### src/rtl/ring_osc_freq_meter.sv
// ring_osc_freq_meter: enables the ring oscillator, lets it settle for
// WARMUP_CYCLES, then counts synchronized rising edges of ring_clk over
// WINDOW_CYCLES system clocks. The result is edges per window.
//
// Build option: define RING_MEAS_SYNC3_EN for a 3-flop synchronizer.
// The extra stage's latency is absorbed by the warmup period, so the
// window, the busy duration and the count_valid timing are unchanged.
//
// state      | meaning
// -----------+-----------------------------------------------------
// ST_IDLE    | ring off, last result held, waiting for start
// ST_WARMUP  | ring on, synchronizer filling, count frozen
// ST_MEASURE | ring on, counting synchronized rising edges
module ring_osc_freq_meter #(
    parameter int WINDOW_CYCLES = 1024,
    parameter int WARMUP_CYCLES = 16,
    parameter int CNT_W         = 16,
    parameter int TIMER_W       = 16
) (
    input  logic             clk,
    input  logic             rst_n,
    input  logic             start,
    input  logic             abort,
    input  logic             ring_clk,
    output logic             ring_en,
    output logic             busy,
    output logic             count_valid,
    output logic [CNT_W-1:0] count,
    output logic             sat
);

`ifdef RING_MEAS_SYNC3_EN
    localparam int SYNC_STAGES = 3;
`else
    localparam int SYNC_STAGES = 2;
`endif

    localparam logic [TIMER_W-1:0] WARMUP_LOAD = TIMER_W'(WARMUP_CYCLES - 1);
    localparam logic [TIMER_W-1:0] WINDOW_LOAD = TIMER_W'(WINDOW_CYCLES - 1);
    localparam logic [CNT_W-1:0]   CNT_MAX     = '1;

    typedef enum logic [1:0] {
        ST_IDLE,
        ST_WARMUP,
        ST_MEASURE
    } state_t;

    logic [SYNC_STAGES-1:0] sync_q;
    logic                   hist_q;
    logic                   ring_rise;

    state_t             state_q,  state_d;
    logic [TIMER_W-1:0] timer_q,  timer_d;
    logic [CNT_W-1:0]   count_q,  count_d;
    logic               sat_q,    sat_d;
    logic               valid_q,  valid_d;
    logic               active_q, active_d;

    // Synchronize the asynchronous ring clock and keep one sample of history.
    always_ff @(posedge clk or negedge rst_n) begin
        if (!rst_n) begin
            sync_q <= '0;
            hist_q <= 1'b0;
        end else begin
            sync_q <= {sync_q[SYNC_STAGES-2:0], ring_clk};
            hist_q <= sync_q[SYNC_STAGES-1];
        end
    end

    assign ring_rise = sync_q[SYNC_STAGES-1] & ~hist_q;

    // Controller state, timer and result registers.
    always_ff @(posedge clk or negedge rst_n) begin
        if (!rst_n) begin
            state_q  <= ST_IDLE;
            timer_q  <= '0;
            count_q  <= '0;
            sat_q    <= 1'b0;
            valid_q  <= 1'b0;
            active_q <= 1'b0;
        end else begin
            state_q  <= state_d;
            timer_q  <= timer_d;
            count_q  <= count_d;
            sat_q    <= sat_d;
            valid_q  <= valid_d;
            active_q <= active_d;
        end
    end

    // Next-state logic; abort outranks window completion.
    always_comb begin
        state_d  = state_q;
        timer_d  = timer_q;
        count_d  = count_q;
        sat_d    = sat_q;
        valid_d  = valid_q;
        active_d = active_q;

        case (state_q)
            ST_IDLE: begin
                if (start) begin
                    state_d  = ST_WARMUP;
                    active_d = 1'b1;
                    valid_d  = 1'b0;
                    count_d  = '0;
                    sat_d    = 1'b0;
                    timer_d  = WARMUP_LOAD;
                end
            end

            ST_WARMUP: begin
                if (abort) begin
                    state_d  = ST_IDLE;
                    active_d = 1'b0;
                    valid_d  = 1'b0;
                    count_d  = '0;
                    sat_d    = 1'b0;
                end else if (timer_q == '0) begin
                    state_d = ST_MEASURE;
                    timer_d = WINDOW_LOAD;
                end else begin
                    timer_d = timer_q - TIMER_W'(1);
                end
            end

            ST_MEASURE: begin
                if (abort) begin
                    state_d  = ST_IDLE;
                    active_d = 1'b0;
                    valid_d  = 1'b0;
                    count_d  = '0;
                    sat_d    = 1'b0;
                end else begin
                    // The edge seen in the final window cycle still counts.
                    if (ring_rise) begin
                        if (count_q == CNT_MAX) begin
                            sat_d = 1'b1;
                        end else begin
                            count_d = count_q + CNT_W'(1);
                        end
                    end
                    if (timer_q == '0) begin
                        state_d  = ST_IDLE;
                        active_d = 1'b0;
                        valid_d  = 1'b1;
                    end else begin
                        timer_d = timer_q - TIMER_W'(1);
                    end
                end
            end

            default: begin
                state_d  = ST_IDLE;
                active_d = 1'b0;
            end
        endcase
    end

    assign ring_en     = active_q;
    assign busy        = active_q;
    assign count_valid = valid_q;
    assign count       = count_q;
    assign sat         = sat_q;

endmodule

### config.mk
export PLATFORM = sky130hd
export DESIGN_NAME = ring_osc_freq_meter
export DESIGN_NICKNAME = d
export VERILOG_FILES = /design/src/rtl/ring_osc_freq_meter.sv
export SDC_FILE = /design/constraint.sdc
export NUM_CORES = 1
export LEC_CHECK = 0
export BUFFER_PORTS_ARGS = -buffer_cell sky130_fd_sc_hd__buf_2
export CORE_AREA = 2 2 81 67
export DETAILED_ROUTE_END_ITERATION = 8
export DIE_AREA = 0 0 83 69
export GPL_ROUTABILITY_DRIVEN = 0
export HOLD_SLACK_MARGIN = 0.02
export PLACE_DENSITY = 0.68
export SLEW_MARGIN = 20
export SYNTH_ARGS = -nofsm -noshare
export SYNTH_HDL_FRONTEND = slang
export SYNTH_SLANG_ARGS = --single-unit
### constraint.sdc
create_clock -name clk -period 2.4 [get_ports clk]
set_input_delay 0.12 -clock clk [delete_from_list [all_inputs] [get_ports clk]]
set_output_delay 0.12 -clock clk [all_outputs]
set_load 0.02 [all_outputs]
==> run_results.csv <==
group,metric,value,unit
outcome,status,"completed",
global_routing,grt_pass1_vias,1946,
detailed_routing,firstDrtPassIters,4,
finish,area_delta_synth_final,13.9,%
sta,tns,0,ps
clock_network,root_buffer,"clkbuf_8",
sta,relSlewSlack,40.2,%
critical_path,cp_max_fo,14,
synth,async_flop_share,100,%
synth,synth-main-ff-cell,"dfrtp_1",
placed_design,hpwl,3800,µm
sta,skew,9.23,ps
power_and_ir_drop,power.leakage,1.24,nW
finish,layout.nets,305,
die,ios,25,
critical_path,startpoint_type,"flop",
detailed_routing,via_per_inst,5.81,
sta,setup_violations,0,
power_and_ir_drop,power.density,974,nW/µm²
die,die-area,5730,µm²
sta,hold_viol_final,0,
synth,synth_nets,269,
critical_path,rrSetupSlack,200,ps
detailed_routing,drtIter0Drc,135,
synth,yosys_register_bits,40,
die,start_util,48.7,%
synth,netlist_instances,257,
synth,ys_types,57,
critical_path,end_kind,"flop",
synth,syn_area,2400,µm²
finish,antennaDiodeCount,0,
finish,final_cells,356,
power_and_ir_drop,p_total,2.66,mW
placed_design,portBuffers,24,
finish,multi_input_area,1320,µm²
sta,finalCritPeriodShare,91.7,%
critical_path,rr_endpoint,"count[14]$_DFFE_PN0P_",
critical_path,r2r-start,"state_q[0]$_DFFE_PN0P_",
clock_network,clockBufferDepth,2,
sta,whs,112,ps
synth,avgSynthCellArea,9.32,µm²
clock_network,htree_levels,2,
die,fp.dieW,83,µm
global_routing,grt_pass1_wl,9340,µm
sta,fmax,0.455,GHz
detailed_routing,detail-route-antenna-nets,0,
critical_path,critical_path_class,"reg2reg",
hold_path,min_path_type,"in2reg",
clock_network,cts_num_sinks,40,
clock_network,clk_latency,300,ps
detailed_routing,vias,2067,
finish,final-seq-area,1000,µm²
job,drv_cap,0,
clock_network,cts_made_buffers,5,
synth,synth_edf_count,0,
critical_path,critPathRequiredTime,2620,ps
finish,utilization,55.5,%
die,core-area,4920,µm²
synth,synth_top_area_share,41.8,%
clock_network,cts_setup_buffers,0,
global_routing,antenna_found_initial,0,
die,row_count,23,
synth,synth_largest_area_cell,"dfrtp_1",
global_routing,grt_max_degree,41,
synth,yosysSeqAreaShare,41.8,%
critical_path,ff2ff_path_depth,7,
power_and_ir_drop,peakVddDrop,0.556,mV
die,die_h,69,µm
sta,rsz0062_at_grt,"false",
placed_design,dp.cells,346,
sta,min_period,2200,ps
clock_network,cts-resized-gates,0,
detailed_routing,routedWlPerCell,14.9,µm
critical_path,crit_path_start,"state_q[0]$_DFFE_PN0P_",
clock_network,cts.clk_slew.worst_paths,80,ps
sta,worst_pin_slew,897,ps
critical_path,endpoint,"count[14]$_DFFE_PN0P_",
finish,n_fill_cell,445,
global_routing,grt.total_usage,19.6,%
synth,synth_warnings,0,
clock_network,hold_buffers,2,
detailed_routing,routed_wl,5290,µm
synth,ys_top_cells_by_area,"dfrtp_1 (42%), a21oi_1 (4.0%), o21ai_0 (3.8%)",
finish,drive_gt1_share,21.4,%
sta,slew_violations,0,
clock_network,cts_tree,"built",
global_routing,overflow,0,
detailed_routing,drc_errors,0,
critical_path,arrival,2420,ps
## worst max-delay path: stages, from the launching register on
cell	delay, ps
dfrtp_1	420
inv_1	90
ha_1	160
nor2b_1	560
nor3_1	110
buf_4	210
or4_1	500
o21ai_0	80
## how the worst min path moves through the flow
stage | startpoint | slack [ps] | endpoint | cells past startpoint
3_5_place_dp | ring_clk | 230 | sync_q[0]$_DFF_PN0_ | 1
4_1_cts | start | 100 | state_q[0]$_DFFE_PN0P_ | 3
5_1_grt | start | 150 | state_q[0]$_DFFE_PN0P_ | 3
6_report | start | 110 | state_q[0]$_DFFE_PN0P_ | 3
2_1_floorplan | rst_n | -180 | busy$_DFFE_PN0P_ | 0
3_3_place_gp | ring_clk | 230 | sync_q[0]$_DFF_PN0_ | 1
## sequential cells by signal, summed over array words and instances, names as in the netlist
register and flops:
timer_q 16, busy 1, sync_q 2, count_valid 1, sat 1, count 16, hist_q 1, state_q 2
## report_power, final
part           switching, mW  leakage (nW)  internal, mW
Combinational          0.822         0.666         0.519
Clock                  0.251        0.0404         0.206
Sequential            0.0985         0.536         0.763
## layer usage
metal	wire, µm	global-route usage (%)	share of wire [%]
met5	0	0	0
met1	2920	31.5	55
met4	42	4.37	0.79
met3	243	4.43	4.6
met2	2090	26.5	40
## cell usage after synthesis, drive strengths merged (2+ instances only)
| library cell | count |
|---|---|
| nor2 | 19 |
| nor4b | 2 |
| clkbuf | 4 |
| inv | 7 |
| or2 | 4 |
| or3 | 10 |
| and2 | 2 |
| o21ai | 20 |
| a21o | 3 |
| nand2 | 21 |
| ha | 7 |
| o211ai | 4 |
| nor4 | 7 |
| o211a | 2 |
| o21a | 2 |
| a21oi | 19 |
| or4 | 8 |
| dfrtp | 40 |
| a31oi | 5 |
| and3 | 2 |
| nor2b | 3 |
| a31o | 2 |
| nand4 | 11 |
| nand3 | 9 |
| and4 | 3 |
| nand2b | 4 |
| o22a | 7 |
| buf | 3 |
| o31ai | 5 |
| a22o | 2 |
| nor3 | 11 |
## final cells by class
class / count / area share [%]
clock inverters: 3 / 0.871
repair buffers: 36 / 7.89
clock buffers: 5 / 2.52
flip-flops and latches: 40 / 36.7
multi-input cells: 203 / 48.2
inverters: 7 / 0.963
well taps: 62 / 2.84
## per-stage QoR
step / setup slack, ps / instance area (µm²)
after floorplan: 389 / 2400
after global placement: 291 / 2620
after detailed placement: 199 / 2620
after CTS: 192 / 2730
after global routing: 43.0 / 2730
final: 200 / 2730
## kinds of logic (layout without fill, tap and decap cells)
family | after synthesis | count (layout) | synth area share (%)
muxes | 2 | 2 | 0.888
buffers and inverters | 14 | 51 | 3.29
adders and majority gates | 7 | 7 | 3.66
and+or+nand+nor | 117 | 117 | 29.0
DFF | 40 | 40 | 41.8
AOI/OAI and AO/OA | 77 | 77 | 21.4
## cells in the final DEF (no fill, tap or decap), types with 8 or more instances in the layout
| master | Yosys | layout |
|---|---|---|
| dfrtp_1 | 40 | 40 |
| buf_2 | 2 | 24 |
| nand2_1 | 21 | 21 |
| a21oi_1 | 19 | 19 |
| o21ai_0 | 18 | 18 |
| nor2_1 | 16 | 16 |
| nor3_1 | 11 | 11 |
| nand4_1 | 10 | 10 |
| buf_4 | 1 | 10 |
| nand3_1 | 9 | 9 |
| or3_1 | 8 | 8 |
Note: power is estimated with default switching activity, not from simulation.
